[src/rtl/alu_ctrl_pkg.sv]
// Shared constants for the ALU control / multiply unit:
// ALUOp and funct encodings, ALU control codes and the MDU state type.
package alu_ctrl_pkg;

  // ALUOp values from main control
  localparam logic [5:0] OP_LW    = 6'b000000;  // lw/sw/addi
  localparam logic [5:0] OP_BEQ   = 6'b000001;
  localparam logic [5:0] OP_RTYPE = 6'b000010;
  localparam logic [5:0] OP_ADDIU = 6'b001001;
  localparam logic [5:0] OP_SLTI  = 6'b001010;
  localparam logic [5:0] OP_SLTIU = 6'b001011;
  localparam logic [5:0] OP_ANDI  = 6'b001100;
  localparam logic [5:0] OP_ORI   = 6'b001101;
  localparam logic [5:0] OP_LUI   = 6'b001111;

  // R-type funct values
  localparam logic [5:0] FN_JR    = 6'b001000;
  localparam logic [5:0] FN_BREAK = 6'b001101;
  localparam logic [5:0] FN_MULT  = 6'b011000;
  localparam logic [5:0] FN_MULTU = 6'b011001;
  localparam logic [5:0] FN_ADD   = 6'b100000;
  localparam logic [5:0] FN_ADDU  = 6'b100001;
  localparam logic [5:0] FN_SUB   = 6'b100010;
  localparam logic [5:0] FN_SUBU  = 6'b100011;
  localparam logic [5:0] FN_AND   = 6'b100100;
  localparam logic [5:0] FN_OR    = 6'b100101;
  localparam logic [5:0] FN_XOR   = 6'b100110;
  localparam logic [5:0] FN_SLT   = 6'b101010;
  localparam logic [5:0] FN_SLTU  = 6'b101011;

  // ALU control codes
  localparam logic [3:0] ALU_AND   = 4'b0000;
  localparam logic [3:0] ALU_OR    = 4'b0001;
  localparam logic [3:0] ALU_ADD   = 4'b0010;
  localparam logic [3:0] ALU_XOR   = 4'b0011;
  localparam logic [3:0] ALU_ADDU  = 4'b0100;
  localparam logic [3:0] ALU_SUBU  = 4'b0101;
  localparam logic [3:0] ALU_SUB   = 4'b0110;
  localparam logic [3:0] ALU_SLT   = 4'b0111;
  localparam logic [3:0] ALU_MULT  = 4'b1000;
  localparam logic [3:0] ALU_MULTU = 4'b1001;
  localparam logic [3:0] ALU_LUI   = 4'b1010;
  localparam logic [3:0] ALU_SLTU  = 4'b1011;
  localparam logic [3:0] ALU_BREAK = 4'b1111;

  typedef enum logic [1:0] {IDLE, RUN, FIX} mdu_state_t;

endpackage

[src/rtl/mdu_seq_mult.sv]
// Sequential shift-add multiplier with HI/LO result registers.
// Signed multiplies run on magnitudes and negate the product in FIX.
// Build option: MDU_RADIX4_EN retires 2 multiplier bits per RUN cycle
// instead of 1; the results are identical, only the latency changes.
module mdu_seq_mult
  import alu_ctrl_pkg::*;
#(
  parameter int WIDTH = 32
) (
  input  logic             clock,
  input  logic             reset,
  input  logic             start,
  input  logic             is_signed,
  input  logic [WIDTH-1:0] rs_val,
  input  logic [WIDTH-1:0] rt_val,
  output logic             busy,
  output logic             done,
  output logic [WIDTH-1:0] hi,
  output logic [WIDTH-1:0] lo
);

`ifdef MDU_RADIX4_EN
  localparam int STEP_BITS = 2;
`else
  localparam int STEP_BITS = 1;
`endif
  localparam int STEPS = WIDTH / STEP_BITS;
  localparam int CNT_W = $clog2(WIDTH);
  localparam int PW    = 2 * WIDTH;
  localparam logic [CNT_W-1:0] LAST_STEP = CNT_W'(STEPS - 1);

  mdu_state_t       state_q, state_d;
  logic [CNT_W-1:0] cnt_q, cnt_d;
  logic [PW-1:0]    acc_q, acc_d;
  logic [PW-1:0]    mcand_q, mcand_d;
  logic [WIDTH-1:0] mplier_q, mplier_d;
  logic             sign_q, sign_d;
  logic [WIDTH-1:0] hi_q, hi_d;
  logic [WIDTH-1:0] lo_q, lo_d;

  logic [WIDTH-1:0] rs_mag, rt_mag;
  logic [PW-1:0]    addend, product;

  // State and datapath registers, all cleared by the synchronous reset
  always_ff @(posedge clock) begin
    // NOTE: non-blocking assignments so every flop updates from pre-edge values.
    if (reset) begin
      state_q  <= IDLE;
      cnt_q    <= '0;
      acc_q    <= '0;
      mcand_q  <= '0;
      mplier_q <= '0;
      sign_q   <= 1'b0;
      hi_q     <= '0;
      lo_q     <= '0;
    end else begin
      state_q  <= state_d;
      cnt_q    <= cnt_d;
      acc_q    <= acc_d;
      mcand_q  <= mcand_d;
      mplier_q <= mplier_d;
      sign_q   <= sign_d;
      hi_q     <= hi_d;
      lo_q     <= lo_d;
    end
  end

  // Next-state logic: a new request is only taken in IDLE
  always_comb begin
    // NOTE: default first so no path leaves state_d unassigned (no latch).
    state_d = state_q;
    case (state_q)
      IDLE:    if (start) state_d = RUN;
      RUN:     if (cnt_q == LAST_STEP) state_d = FIX;
      FIX:     state_d = IDLE;
      default: state_d = IDLE;
    endcase
  end

  // Datapath: operand capture, per-step partial-product add, sign fix
  always_comb begin
    // Unsigned WIDTH-bit magnitude; the most-negative value wraps to itself.
    rs_mag = (is_signed && rs_val[WIDTH-1]) ? -rs_val : rs_val;
    rt_mag = (is_signed && rt_val[WIDTH-1]) ? -rt_val : rt_val;
`ifdef MDU_RADIX4_EN
    case (mplier_q[1:0])
      2'd1:    addend = mcand_q;
      2'd2:    addend = mcand_q << 1;
      2'd3:    addend = (mcand_q << 1) + mcand_q;
      default: addend = '0;
    endcase
`else
    addend = mplier_q[0] ? mcand_q : '0;
`endif
    product  = sign_q ? -acc_q : acc_q;
    cnt_d    = cnt_q;
    acc_d    = acc_q;
    mcand_d  = mcand_q;
    mplier_d = mplier_q;
    sign_d   = sign_q;
    hi_d     = hi_q;
    lo_d     = lo_q;
    case (state_q)
      IDLE: if (start) begin
        mcand_d  = {{WIDTH{1'b0}}, rs_mag};
        mplier_d = rt_mag;
        acc_d    = '0;
        cnt_d    = '0;
        sign_d   = is_signed & (rs_val[WIDTH-1] ^ rt_val[WIDTH-1]);
      end
      RUN: begin
        acc_d    = acc_q + addend;
        mcand_d  = mcand_q << STEP_BITS;
        mplier_d = mplier_q >> STEP_BITS;
        cnt_d    = cnt_q + 1'b1;
      end
      FIX: begin
        hi_d = product[PW-1:WIDTH];
        lo_d = product[WIDTH-1:0];
      end
      default: ;
    endcase
  end

  // Handshake outputs decoded from the state
  always_comb begin
    busy = (state_q == RUN);
    done = (state_q == FIX);
  end

  assign hi = hi_q;
  assign lo = lo_q;

endmodule

[src/rtl/alu_control_mdu.sv]
// ALU control decode (ALUOp + funct -> control code), sticky break
// request, and the sequential multiply unit for mult/multu.
// Build option: MDU_RADIX4_EN selects the 2-bit-per-cycle multiplier.
module alu_control_mdu
  import alu_ctrl_pkg::*;
#(
  parameter int WIDTH  = 32,
  parameter int CTRL_W = 4
) (
  input  logic              clock,
  input  logic              reset,
  input  logic              in_valid,
  input  logic [5:0]        op,
  input  logic [5:0]        funct,
  input  logic [WIDTH-1:0]  rs_val,
  input  logic [WIDTH-1:0]  rt_val,
  output logic [CTRL_W-1:0] control,
  output logic              mdu_busy,
  output logic              mdu_done,
  output logic [WIDTH-1:0]  hi,
  output logic [WIDTH-1:0]  lo,
  output logic              break_req
);

  logic [3:0] code;
  logic       is_rtype, mul_start, break_d, break_q;

  // Control decode; unlisted op/funct combinations fall to ALU_AND
  always_comb begin
    code = ALU_AND;
    case (op)
      OP_LW:    code = ALU_ADD;
      OP_BEQ:   code = ALU_SUB;
      OP_ORI:   code = ALU_OR;
      OP_ANDI:  code = ALU_AND;
      OP_ADDIU: code = ALU_ADDU;
      OP_SLTI:  code = ALU_SLT;
      OP_SLTIU: code = ALU_SLTU;
      OP_LUI:   code = ALU_LUI;
      OP_RTYPE: begin
        case (funct)
          FN_AND:   code = ALU_AND;
          FN_OR:    code = ALU_OR;
          FN_ADD:   code = ALU_ADD;
          FN_JR:    code = ALU_ADD;
          FN_XOR:   code = ALU_XOR;
          FN_ADDU:  code = ALU_ADDU;
          FN_SUBU:  code = ALU_SUBU;
          FN_SUB:   code = ALU_SUB;
          FN_SLT:   code = ALU_SLT;
          FN_MULT:  code = ALU_MULT;
          FN_MULTU: code = ALU_MULTU;
          FN_SLTU:  code = ALU_SLTU;
          FN_BREAK: code = ALU_BREAK;
          default:  code = ALU_AND;
        endcase
      end
      default: code = ALU_AND;
    endcase
  end

  // Multiply request and sticky break detection
  always_comb begin
    is_rtype  = in_valid && (op == OP_RTYPE);
    mul_start = is_rtype && ((funct == FN_MULT) || (funct == FN_MULTU));
    break_d   = break_q | (is_rtype && (funct == FN_BREAK));
  end

  // Break flag holds until reset
  always_ff @(posedge clock) begin
    if (reset) break_q <= 1'b0;
    else       break_q <= break_d;
  end

  assign control   = CTRL_W'(code);
  assign break_req = break_q;

  mdu_seq_mult #(.WIDTH(WIDTH)) u_mdu (
    .clock     (clock),
    .reset     (reset),
    .start     (mul_start),
    .is_signed (funct == FN_MULT),
    .rs_val    (rs_val),
    .rt_val    (rt_val),
    .busy      (mdu_busy),
    .done      (mdu_done),
    .hi        (hi),
    .lo        (lo)
  );

endmodule

[config.mk]
export PLATFORM = sky130hd
export DESIGN_NAME = alu_control_mdu
export DESIGN_NICKNAME = d
export VERILOG_FILES = /design/src/rtl/alu_ctrl_pkg.sv /design/src/rtl/mdu_seq_mult.sv /design/src/rtl/alu_control_mdu.sv
export SDC_FILE = /design/constraint.sdc
export NUM_CORES = 1
export LEC_CHECK = 0
export ABC_CLOCK_PERIOD_IN_PS = 4850
export BUFFER_PORTS_ARGS = -buffer_cell sky130_fd_sc_hd__buf_2
export CAP_MARGIN = 5
export CORE_MARGIN = 3
export CORE_UTILIZATION = 50
export CTS_BUF_LIST = sky130_fd_sc_hd__clkbuf_16
export CTS_CLUSTER_DIAMETER = 50
export DETAILED_ROUTE_END_ITERATION = 16
export PLACE_DENSITY = 0.69
export SLEW_MARGIN = 10
export SYNTH_ARGS = -nofsm -noshare
export SYNTH_HDL_FRONTEND = slang
export SYNTH_SLANG_ARGS = --single-unit
export TNS_END_PERCENT = 100
[constraint.sdc]
create_clock -name clock -period 4.85 [get_ports clock]
set_clock_uncertainty 0.2 [all_clocks]
set_input_delay 0.97 -clock clock [delete_from_list [all_inputs] [get_ports clock]]
set_output_delay 0.97 -clock clock [all_outputs]
set_load 0.01 [all_outputs]
======== After elaboration in Yosys (flattened, before gate mapping) ========
Memories as Yosys holds them, arrays and structs flattened.
Index checks and enable logic that the tools add are counted.
cells by class
  mux-type cells .......................... 16
  reduce and logical (&&, ||, !) cells .... 12
  order comparisons ....................... 0
  bitwise operators ....................... 3
  shift-type cells ........................ 0
  div/mod/pow operators ................... 0
  multiply operators ...................... 0
  add/subtract/negate cells ............... 5
  equal/unequal tests ..................... 15
operators by type and width
  operator                                                         number
  64-bit 2-to-1 mux                                                4
  64-bit one-hot mux with 2 select lines                           2
  32-bit 2-to-1 mux                                                3
  64-bit adder                                                     1
  32-bit negator                                                   2
  64-bit negator                                                   1
  32-bit one-hot mux with 2 select lines                           1
  6-bit by 4-bit == test with 1-bit output, second input constant  6
  4-bit one-hot mux with 8 select lines                            1
  6-bit by 5-bit == test with 1-bit output, second input constant  2
  5-bit one-hot mux with 2 select lines                            1
  6-bit by 1-bit == test with 1-bit output, second input constant  1
  6-bit by 2-bit == test with 1-bit output, second input constant  1
  6-bit logical NOT                                                1
  2-bit AND reduction                                              3
  5-bit by 1-bit adder with 5-bit output, second input constant    1
  5-bit == test, second input constant                             1
  1-bit logical AND                                                5
  5-bit 2-to-1 mux                                                 1
  2-bit 2-to-1 mux                                                 2
  2-bit one-hot mux with 2 select lines                            1
  2-bit by 1-bit == test with 1-bit output, second input constant  1
  2-bit == test, second input constant                             1
  2-bit logical NOT                                                1
  7 further kinds                                                  7
word-level totals
  bits in latches ......................... 0
  flip-flop bits (word level) ............. 233
  RAM bits ................................ 0
  output and inout bits ................... 71
  memories kept ........................... 1
  memory bits (read-only) ................. 256
memories
  memory           depth  width  rd ports  clocked after Yosys merged registers in  write ports  RTL line               text
  (no name shown)  64     4      1         0                                        0            alu_control_mdu.sv:41  case (funct)

======== Logic depth before layout (Yosys ltp) ========
Gate-level depths: netlist (run 1).
  word-level depth ........................ 5
  mapped depth ............................ 15
  depth with buffers taken out ............ 13

======== Cells and area by module ========
A second synthesis (run 1) with hierarchy kept.
second synthesis, totals
  cell total of the unflattened synthesis .. 2001
  area total of the unflattened synthesis .. 15299.7 sq um
by module, submodules not included
  module           times used  seq. area each (sq um)  area each (sq um)  cells each
  mdu_seq_mult     1           4644.5                  14874.3            1941
  alu_control_mdu  1           20.0                    425.4              60

======== Worst setup path before layout (run 1) ========
Ideal clock, no wire load.
  path kind ............................... register to register
  from .................................... reg u_mdu.mplier_q[0]
  to ...................................... reg u_mdu.acc_q[60]
  arrival ................................. 3.355 ns
  buffers on the path ..................... 2
  library setup time ...................... 0.122 ns
  stages on the path, launching flop included .. 16
  path slack .............................. 1.173 ns
  period minus slack after synthesis ...... 3.677 ns
  cells stage by stage .................... dfxtp_1 -> clkbuf_1 -> clkbuf_1 -> and2_1 -> ha_1 -> inv_1 -> fa_1 -> nand2b_1 -> a211oi_1 -> o2111ai_1 -> a2111oi_0 -> o21ai_0 -> a21oi_1 -> a21boi_0 -> mux2i_1 -> nand3_1
on the way
  cells in the longest elaborated chain, start to end .. 3
ends and longest elaborated chain
  item                                    RTL line             text
  start, declared                         mdu_seq_mult.sv:36   logic [WIDTH-1:0] mplier_q, mplier_d;
  start signal, assigned                  mdu_seq_mult.sv:61   mplier_q <= mplier_d;
  64-bit 2-to-1 mux                       mdu_seq_mult.sv:93   addend = mplier_q[0] ? mcand_q : '0;
  64-bit adder                            mdu_seq_mult.sv:112  acc_d = acc_q + addend;
  64-bit one-hot mux with 2 select lines  mdu_seq_mult.sv:103  case (state_q)
  end signal, assigned                    mdu_seq_mult.sv:50   acc_q <= '0;
  end signal, assigned                    mdu_seq_mult.sv:59   acc_q <= acc_d;
  end, declared                           mdu_seq_mult.sv:34   logic [PW-1:0] acc_q, acc_d;
No other way between the ends.
A chain may end at the register's enable or synchronous reset.

======== Final worst setup path (run 1) ========
  from .................................... reg u_mdu.mplier_q[0]
  to ...................................... reg u_mdu.acc_q[55]
Same word-level chain as after synthesis.

==> results.txt, run 1 <==
Final Hold Viols = 0
Setup CP Type = flip-flop to flip-flop
Initial Util = 50.80%
Reg-to-reg slack, setup = 0.55 ns
Clk root buf = clkbuf_16
Post-CTS Setup Bufs = 0
CP arrival = 4.49 ns
Fin Setup TNS = 0 ns
Crit-path max FO = 54
Overflow after GRT = 0
Wl on met1 = 21.54 mm
DIE HEIGHT = 182.5 um
Inserted Clock Buffers = 30
Remaining antenna violation count = 0
Vias per cell = 5.956
Total wire length = 42.95 mm
Routed wl met3 = 3.686 mm
Avg Inst Size Synth = 7.534 um2
Post-Syn Instances = 2068
Antenna diodes = 0
Kind of start point of the critical path = flip-flop
Core area = 30670 um2
Yosys cell types = 73
Multi-input logic area = 10270 um2
Syn nets = 2221
Fin cells = 2544
Tightest Hold Check Type = flip-flop to flip-flop
Wire length per cell = 16.88 um
Worst IR Drop VDD = 249.9 uV
DIE AREA = 33310 um2
Max transition margin = 20.58%
PortBufs = 149
HPWL after DPL = 32.39 mm
Final Max Tran Viols = 0
Die X-Extent = 182.5 um
Power per cell area = 243.5 nW/um2
Clock buffer depth = 3
Yosys synthesis warning count = 0
Worst slew pin tran = 1.191 ns
Clock transition at path regs = 0.06 ns
Initial antenna violation count = 0
Ys flop type = dfxtp_1
Status = finished clean
Resized cells post-CTS = 0
H-tree levels = 1
Post-synthesis sequential area ratio = 29.94%
Met2 Wirelength = 16.94 mm
Vias = 15150
TritonRoute pass-1 iters = 5
FILL cells = 2937
Layout cell share with drive strength beyond 1 = 11.08%
Area delta synth->final = 12.02%
Drt initial violations = 1203
Placed insts = 2490
Leak = 7.157 nW
Critical Path Source = u_mdu.mplier_q[0]
Hold_buf cts = 0
Mapped Area = 15580 um2
Total GRT Usage = 24.92%
First-pass GRT wire length = 70.52 mm
Fmax = 232.7 MHz
Setup crit end kind = flip-flop
I/O pins = 150
Period utilisation layout = 88.59%
Final Critical Period = 4.297 ns
WP data required = 5.04 ns
Number of global-route vias before repair = 13680
CP endpoint = u_mdu.acc_q[55]
Register area = 4666 um2
Reg-to-Reg End = u_mdu.acc_q[55]
Pin count of the biggest net entering global routing = 102
Clock Latency Late Sink = 0.56 ns
Clock sinks = 233
Top Layer Used = met4
Setup-failing EPs final = 0
Ys async rst share = 0%
Total Nets Final = 2279
RSZ-0062 raised after global routing = false
Max_cap viols = 0
Rows = 64
Routability cong. = 0.9488
EDFF count, synth = 0
# DRC = 0
CTS tree = done
Reg2Reg Depth = 12
Yosys reg bits = 233
RR Startpoint = u_mdu.mplier_q[0]
[synthesized netlist by cell type (6+ instances only)]
master / count / area, um2
mux2i_1: 6 / 60.06
buf_1: 14 / 52.55
or2_2: 8 / 50.05
o31ai_1: 28 / 210.2
nand2_1: 266 / 998.5
o21ai_0: 107 / 535.5
a22oi_1: 75 / 563.0
nor4_1: 17 / 106.4
xnor2_1: 64 / 560.5
nand3_1: 86 / 430.4
nand2b_1: 21 / 131.4
a211oi_1: 60 / 450.4
o41ai_1: 18 / 157.7
a31oi_1: 16 / 100.1
a21oi_1: 231 / 1156
xor2_1: 97 / 849.6
dfxtp_1: 233 / 4664
a21o_1: 36 / 270.3
and2_1: 70 / 437.9
a21boi_0: 6 / 45.04
a32o_1: 6 / 60.06
nor2b_1: 8 / 50.05
nor2_1: 148 / 555.5
or4_1: 12 / 90.09
inv_1: 37 / 138.9
or3_1: 21 / 131.4
o21bai_1: 16 / 120.1
ha_1: 73 / 913.4
a221oi_1: 6 / 52.55
and3_1: 18 / 112.6
nor3_1: 37 / 185.2
nand4_1: 26 / 162.7
clkbuf_1: 121 / 454.2
o21a_1: 7 / 52.55
[metrics by stage]
step	power, mW	hold WS [ns]	setup slack (ns)	cell area (um2)	utilization [%]
final	4.250	0.2455	0.5532	17450	56.91
after floorplan	2.034	0.2316	1.173	15580	-
after detailed placement	2.108	0.2410	0.5743	16460	53.67
after global routing	4.391	0.2632	0.07896	17450	56.91
after global placement	2.104	0.2365	0.5709	16460	53.67
after CTS	4.299	0.2488	0.5825	17450	56.91
[flip-flops by register name, summed over array words and instances, names as in the netlist]
| signal | cells |
|---|---|
| u_mdu.acc_q | 64 |
| u_mdu.mcand_q | 64 |
| u_mdu.hi | 32 |
| u_mdu.lo | 32 |
| u_mdu.mplier_q | 32 |
| u_mdu.cnt_q | 5 |
| u_mdu.state_q | 2 |
| break_req | 1 |
| u_mdu.sign_q | 1 |
[cell families after synthesis]
logic type / Yosys count / share of synthesized area, %
compound gates: 658 / 26.88
xor+xnor: 161 / 9.051
fa+ha+maj: 74 / 5.991
buf+inv: 177 / 4.345
flops: 233 / 29.94
mux: 6 / 0.3855
simple gates: 759 / 23.41
[critical path, stage by stage, from the launching register on]
cell and delay [ns]:
dfxtp_1 0.54, buf_12 0.25, and2_1 0.16, ha_1 0.34, a21oi_1 0.28, a21oi_1 0.12
a2111oi_0 0.60, o2111ai_1 0.22, a311oi_1 0.55, nor3_1 0.23, o21ai_0 0.34, and3_1 0.21
o31ai_1 0.07
[layout by cell type, fill, tap and decap left out, drive strengths merged, types with 22 or more instances in the layout]
cell type / instances
nand4: 26
clkbuf: 30
nor3: 39
ha: 73
and2: 70
a21oi: 231
inv: 52
dfxtp: 233
o31ai: 29
or3: 22
a22oi: 75
o21ai: 111
buf: 164
nand2: 266
a21o: 36
xnor2: 64
xor2: 97
nand2b: 22
a211oi: 60
nand3: 86
nor2: 148
[per-layer routing]
layer  global-route usage [%]  vias to the layer above
met5                        0                        -
met1                    39.05                     6938
met2                    35.56                      549
met3                    4.106                       56
met4                    5.241                        0
li1                         -                     7608
[worst min-delay path by stage]
stage / from / endpoint / cells after the start / slack, ns
after floorplan: u_mdu.mplier_q[10] / u_mdu.mplier_q[9] / 2 / 0.23
after global placement: u_mdu.hi[26] / u_mdu.hi[26] / 2 / 0.24
after detailed placement: u_mdu.hi[18] / u_mdu.hi[18] / 2 / 0.24
after CTS: u_mdu.hi[18] / u_mdu.hi[18] / 2 / 0.25
after global routing: u_mdu.hi[18] / u_mdu.hi[18] / 2 / 0.26
final: u_mdu.hi[18] / u_mdu.hi[18] / 2 / 0.25
[final cells by class]
type	instances	area share, %
clock inverters	24	1.384
flip-flops and latches	233	26.73
repair buffers	164	5.025
multi-input cells	1658	58.86
well taps	396	2.839
inverters	39	0.8603
clock buffers	30	4.301
[power breakdown]
group	switching (mW)	internal (mW)	leakage (nW)	total [mW]
clock network	0.881	1.30	0.504	2.18
registers	0.0000845	1.91	1.88	1.91
logic	0.0962	0.0560	4.78	0.152
total	0.977	3.27	7.16	4.25
Note: power is estimated with default switching activity, not from simulation.
==> inputs of run 2 (changes only) <==
Settings changed: CTS_BUF_LIST sky130_fd_sc_hd__clkbuf_16 to unset.
==> run 2 against run 1 <==
  * Sequential cell count unchanged
  * Non-clock buffer count unchanged
  * Count of clock-buffer cells in the layout up 8
  * Largest power group unchanged
==> results.txt, run 2 (synthesis gave the netlist of run 1 again) <==
Status = finished clean (unchanged)
Max transition margin = 20.11% (was 20.58%)
Crit path cell chain = buf_12 -> and2_1 -> ha_1 -> a21oi_1 -> a21oi_1 -> a2111oi_0 -> o2111ai_1 -> a311oi_1 -> nor3_1 -> o21ai_0 -> and3_1 -> o31ai_1 (unchanged)
DIE AREA = 33310 um2 (unchanged)
Most common cell after layout, fill and taps aside = nand2_1 (unchanged)
Kind of start point of the critical path = flip-flop (unchanged)
Final Hold Viols = 0 (unchanged)
Resized cells post-CTS = 0 (unchanged)
H-tree levels = 1 (unchanged)
Delay-heaviest family, CP = compound AO/OA/AOI/OAI gates (unchanged)
CTS tree = done (unchanged)
Period utilisation layout = 88.50% (was 88.59%)
Combinational power share = 3.6% (about the same)
Final Critical Period = 4.292 ns (was 4.297 ns)
Sw frac = 22.80% (was 22.99%)
Setup CP Type = flip-flop to flip-flop (unchanged)
Total GRT Usage = 24.91% (was 24.92%)
Area delta synth->final = 12.09% (was 12.02%)
Total chip power = 4.280 mW (was 4.250 mW)
Post-CTS Setup Bufs = 0 (unchanged)
Vias per cell = 5.941 (was 5.956)
Total wire length = 42.86 mm (was 42.95 mm)
Max_cap viols = 0 (unchanged)
Crit path buffers/inverters = 1 (unchanged)
Setup crit end kind = flip-flop (unchanged)
Rows = 64 (unchanged)
Power per cell area = 245.1 nW/um2 (was 243.5 nW/um2)
First-pass GRT wire length = 70.49 mm (was 70.52 mm)
Pre-CTS setup slack = 0.5743 ns (unchanged)
PortBufs = 149 (unchanged)
Fin area = 17460 um2 (was 17450 um2)
Leak = 7.133 nW (was 7.157 nW)
Psw = 0.9760 mW (was 0.9771 mW)
Worst IR Drop VDD = 248.3 uV (was 249.9 uV)
Routability cong. = 0.9488 (unchanged)
# DRC = 0 (unchanged)
Drt initial violations = 1243 (was 1203)
Pin count of the biggest net entering global routing = 102 (unchanged)
Core area = 30670 um2 (unchanged)
Vias = 15110 (was 15150)
Crit-path max FO = 54 (unchanged)
Clock transition at path regs = 0.06 ns (about the same)
Antenna diodes = 0 (unchanged)
Clock buffer depth = 3 (unchanged)
Most frequent cells in the layout = 266 x nand2_1, 232 x dfxtp_1, 231 x a21oi_1 (unchanged)
Top Registers = u_mdu.acc_q: 64 flops, u_mdu.mcand_q: 64 flops (unchanged)
Fin cells = 2544 (unchanged)
Worst path slowest cell = a2111oi_0 (unchanged)
Setup-failing EPs final = 0 (unchanged)
CP arrival = 4.48 ns (was 4.49 ns)
I/O pins = 150 (unchanged)
HPWL after DPL = 32.39 mm (unchanged)
Multi-input logic area = 10270 um2 (unchanged)
Worst slew pin tran = 1.198 ns (was 1.191 ns)
Inserted Clock Buffers = 30 (unchanged)
TritonRoute pass-1 iters = 5 (unchanged)
Initial antenna violation count = 0 (unchanged)
Hold_buf cts = 0 (unchanged)
Pint = 3.304 mW (was 3.273 mW)
Clk root buf = clkbuf_16 (unchanged)
Total Nets Final = 2279 (unchanged)
Fin Setup TNS = 0 ns (unchanged)
Clock share of power = 51.7% (was 51.4%)
Post-Place Cell Area = 16460 um2 (unchanged)
Placed insts = 2490 (unchanged)
Overflow after GRT = 0 (unchanged)
Die X-Extent = 182.5 um (unchanged)
RSZ-0062 raised after global routing = false (unchanged)
WP data required = 5.04 ns (about the same)
Layout cell share with drive strength beyond 1 = 11.13% (was 11.08%)
FILL cells = 2935 (was 2937)
Remaining antenna violation count = 0 (unchanged)
Tightest Hold Check Type = flip-flop to flip-flop (unchanged)
Final worst slack = 0.5575 ns (was 0.5532 ns)
Critical Path Max Stage Delay = 0.59 ns (was 0.60 ns)
Number of global-route vias before repair = 13680 (about the same)
CP most frequent cell = a21oi_1 (unchanged)
Clock Latency Late Sink = 0.56 ns (about the same)
DIE HEIGHT = 182.5 um (unchanged)
Wire length per cell = 16.85 um (was 16.88 um)
Initial Util = 50.80% (unchanged)
Sequential share of power = 44.7% (was 45.0%)
Register area = 4666 um2 (unchanged)
Fmax = 233.0 MHz (was 232.7 MHz)
Final Max Tran Viols = 0 (unchanged)
Clock sinks = 233 (unchanged)
run 2: worst min-delay path, cell delays in order, from the launching register on:
cell	delay (ns)
dfxtp_1	0.30
nand2_1	0.05
a21oi_1	0.05
run 2: metrics by stage:
stage / hold WS, ns / util, %
3_5_place_dp: 0.2410 / 53.67
2_1_floorplan: 0.2316 / -
4_1_cts: 0.2488 / 56.94
5_1_grt: 0.2632 / 56.94
6_report: 0.2454 / 56.94
3_3_place_gp: 0.2365 / 53.67
run 2: final timing paths:
path	startpoint	to	slack (ns)	cells after the start
worst min-delay path	u_mdu.hi[18]	u_mdu.hi[18]	0.25	2
worst max-delay path	u_mdu.mplier_q[0]	u_mdu.acc_q[55]	0.56	12
worst min register to register	u_mdu.hi[18]	u_mdu.hi[18]	0.25	2
worst max register to register	u_mdu.mplier_q[0]	u_mdu.acc_q[55]	0.56	12
run 2: cell type report:
type                            count  area share [%]
Multi-Input combinational cell   1658           58.82
Sequential cell                   233           26.72
Timing Repair Buffer              164           5.023
Clock buffer                       38           4.528
Tap cell                          396           2.837
Clock inverter                     16           1.211
Inverter                           39          0.8598
run 2: layer usage:
metal / share of wire [%] / GRT usage, % / vias to the layer above
met5: 0 / 0 / -
met4: 1.9 / 5.241 / 0
met3: 8.0 / 4.106 / 59
met2: 39 / 35.53 / 514
met1: 51 / 39.04 / 6930
li1: - / - / 7611
run 2: power groups by stage:
stage          combinational [mW]  sequential (mW)  clock [mW]
2_1_floorplan              0.0781             1.96           0
3_5_place_dp                0.152             1.96           0
5_1_grt                     0.169             1.91        2.34
4_1_cts                     0.152             1.91        2.26
3_3_place_gp                0.148             1.96           0
6_report                    0.152             1.91        2.21
==> inputs of run 3 (changes only) <==
Settings changed: SYNTH_HIERARCHICAL set to 1.
==> run 3 against run 2 <==
  * Design area down 1.5%
  * Critical path depth grew 1
  * Worst setup slack lost 0.039 ns
  * Wire length fell by 1.1%
  * Non-clock buffer count grew 2
  * Die area fell by 1.7%
  * Area after synthesis decreased by 1.8%
  * Cell count shrank 2.8%
  * Worst hold slack better by 0.0059 ns
  * Sequential cell count unchanged
  * Sequential share of layout area up 0.42 points
==> results.txt, run 3 <==
Status = finished clean (unchanged)
Placed insts = 2421 (was 2490)
Most common cell after layout, fill and taps aside = nand2_1 (unchanged)
Avg Inst Size Synth = 7.646 um2 (was 7.534 um2)
RSZ-0062 raised after global routing = false (unchanged)
Hold depth = 2 (unchanged)
Fmax = 230.9 MHz (was 233.0 MHz)
Die X-Extent = 180.9 um (was 182.5 um)
First-pass GRT wire length = 68.45 mm (was 70.49 mm)
Pre-CTS setup slack = 0.6213 ns (was 0.5743 ns)
Final Max Tran Viols = 0 (unchanged)
Total wire length = 42.40 mm (was 42.86 mm)
Worst IR Drop VDD = 253.7 uV (was 248.3 uV)
DIE HEIGHT = 180.9 um (was 182.5 um)
HPWL after DPL = 31.18 mm (was 32.39 mm)
Ys flop type = dfxtp_1 (unchanged)
Clock transition at path regs = 0.06 ns (about the same)
Worst slew pin tran = 0.7852 ns (was 1.198 ns)
Crit-path max FO = 46 (was 54)
Kind of start point of the critical path = flip-flop (unchanged)
Setup crit end kind = flip-flop (unchanged)
H-tree levels = 1 (unchanged)
Total Nets Final = 2214 (was 2279)
CP arrival = 4.61 ns (was 4.48 ns)
Final Hold Viols = 0 (unchanged)
CTS tree = done (unchanged)
Top cells by count, synth = 249 x nand2_1, 233 x dfxtp_1, 208 x a21oi_1, 155 x nor2_1, 116 x clkbuf_1 (was 266 x nand2_1, 233 x dfxtp_1, 231 x a21oi_1, 148 x nor2_1, 121 x clkbuf_1)
Clock sinks = 233 (unchanged)
Initial Util = 51.21% (was 50.80%)
Fin area = 17190 um2 (was 17460 um2)
Clk root buf = clkbuf_16 (unchanged)
Fin cells = 2473 (was 2544)
Reg-to-reg slack, setup = 0.52 ns (was 0.56 ns)
Area delta synth->final = 12.38% (was 12.09%)
Ys async rst share = 0% (unchanged)
Yosys synthesis warning count = 6 (was 0)
Yosys cell types = 75 (was 73)
Hold_buf cts = 0 (unchanged)
Final Critical Period = 4.331 ns (was 4.292 ns)
Clock Latency Late Sink = 0.55 ns (was 0.56 ns)
Period utilisation layout = 89.30% (was 88.50%)
Max_cap viols = 0 (unchanged)
I/O pins = 150 (unchanged)
Vias = 14510 (was 15110)
Post-Syn Instances = 2001 (was 2068)
Power per cell area = 249.7 nW/um2 (was 245.1 nW/um2)
Setup CP Type = flip-flop to flip-flop (unchanged)
Synth top area share = 30.49% (was 29.94%)
Post-CTS Setup Bufs = 0 (unchanged)
Leak = 6.951 nW (was 7.133 nW)
Tightest Hold Check Type = flip-flop to flip-flop (unchanged)
Drt initial violations = 1011 (was 1243)
Wire length per cell = 17.15 um (was 16.85 um)
Max transition margin = 47.17% (was 20.11%)
Overflow after GRT = 0 (unchanged)
Layout cell share with drive strength beyond 1 = 12.34% (was 11.13%)
Core area = 29870 um2 (was 30670 um2)
Fin Setup TNS = 0 ns (unchanged)
Inserted Clock Buffers = 28 (was 30)
Reg2Reg Depth = 13 (was 12)
Top-count cell post-synth = nand2_1 (unchanged)
Most frequent cells in the layout = 248 x nand2_1, 232 x dfxtp_1, 208 x a21oi_1 (was 266 x nand2_1, 232 x dfxtp_1, 231 x a21oi_1)
Vias per cell = 5.865 (was 5.941)
Mapped Area = 15300 um2 (was 15580 um2)
EDFF count, synth = 0 (unchanged)
# DRC = 0 (unchanged)
Final worst slack = 0.5190 ns (was 0.5575 ns)
Top Registers = u_mdu/acc_q: 64 flops, u_mdu/mcand_q: 64 flops (was u_mdu.acc_q: 64 flops, u_mdu.mcand_q: 64 flops)
WP data required = 5.13 ns (was 5.04 ns)
Area leader, netlist = dfxtp_1 (unchanged)
Resized cells post-CTS = 0 (unchanged)
Top cells by area, synth = dfxtp_1 30%, a21oi_1 6.8%, nand2_1 6.1% (was dfxtp_1 30%, a21oi_1 7.4%, nand2_1 6.4%)
Initial antenna violation count = 0 (unchanged)
DIE AREA = 32730 um2 (was 33310 um2)
Clock buffer depth = 3 (unchanged)
Remaining antenna violation count = 0 (unchanged)
Pin count of the biggest net entering global routing = 166 (was 102)
Setup-failing EPs final = 0 (unchanged)
Yosys reg bits = 233 (unchanged)
Post-Place Cell Area = 16190 um2 (was 16460 um2)
PortBufs = 149 (unchanged)
Routability cong. = 0.9483 (was 0.9488)
Syn nets = 2154 (was 2221)
TritonRoute pass-1 iters = 5 (unchanged)
Rows = 63 (was 64)
Total GRT Usage = 24.61% (was 24.91%)
Total chip power = 4.293 mW (was 4.280 mW)
Post-synthesis sequential area ratio = 30.49% (was 29.94%)
Antenna diodes = 0 (unchanged)
Number of global-route vias before repair = 13230 (was 13680)
[run 3: through the flow]
step	utilization, %	hold WS, ns
after floorplan	-	0.2316
after global placement	54.20	0.2354
after detailed placement	54.20	0.2410
after CTS	57.55	0.2491
after global routing	57.55	0.2791
final	57.55	0.2514
[run 3: final timing paths]
kind / from / endpoint
max: u_mdu/mplier_q[0] / u_mdu/acc_q[63]
min: u_mdu/hi[28] / u_mdu/hi[28]
max reg2reg: u_mdu/mplier_q[0] / u_mdu/acc_q[63]
min reg2reg: u_mdu/hi[28] / u_mdu/hi[28]
[run 3: kinds of logic (layout without fill, tap and decap cells)]
kind of cell             after synthesis  count (layout)  synth area share [%]
AO/OA/AOI/OAI                        617             617                 25.60
XOR/XNOR                             178             178                 10.19
adder cells (fa/ha/maj)               74              74                 6.101
buffers and inverters                168             250                 4.195
flip-flops                           233             233                 30.49
multiplexers                           7               7                0.4580
AND/OR/NAND/NOR                      724             724                 22.97
[run 3: final cells by class]
type | count | area (um2)
clock inverters | 17 | 224.0
flip-flops and latches | 233 | 4666
repair buffers | 166 | 904.6
inverters | 32 | 122.6
well taps | 390 | 488.0
clock buffers | 35 | 777.0
multi-input cells | 1600 | 10010
fillers | 2848 | 12680
[run 3: critical path: stages (launching register included)]
cell      delay (ns)
dfxtp_1         0.32
buf_4           0.26
and2_1          0.20
ha_1            0.34
o211ai_1        0.13
o211ai_1        0.29
a41oi_2         0.27
o31ai_1         0.65
o31a_1          0.32
a221oi_2        0.15
o31ai_2         0.45
a41oi_1         0.27
xor2_1          0.22
o211ai_1        0.17
[run 3: power by group]
part	switching [mW]	internal, mW	total, mW	leakage, nW
sequential	0.0000987	1.91	1.91	1.88
clock	0.864	1.36	2.22	0.489
combinational	0.0988	0.0573	0.156	4.59
total	0.963	3.33	4.29	6.95
[run 3: routing by layer]
| metal | routed length, um | up-vias | global-route usage, % |
|---|---|---|---|
| met5 | 0 | - | 0 |
| met4 | 886 | 0 | 6.478 |
| met3 | 2668 | 59 | 2.738 |
| met2 | 17930 | 426 | 37.43 |
| met1 | 20920 | 6695 | 37.00 |
| li1 | - | 7325 | - |
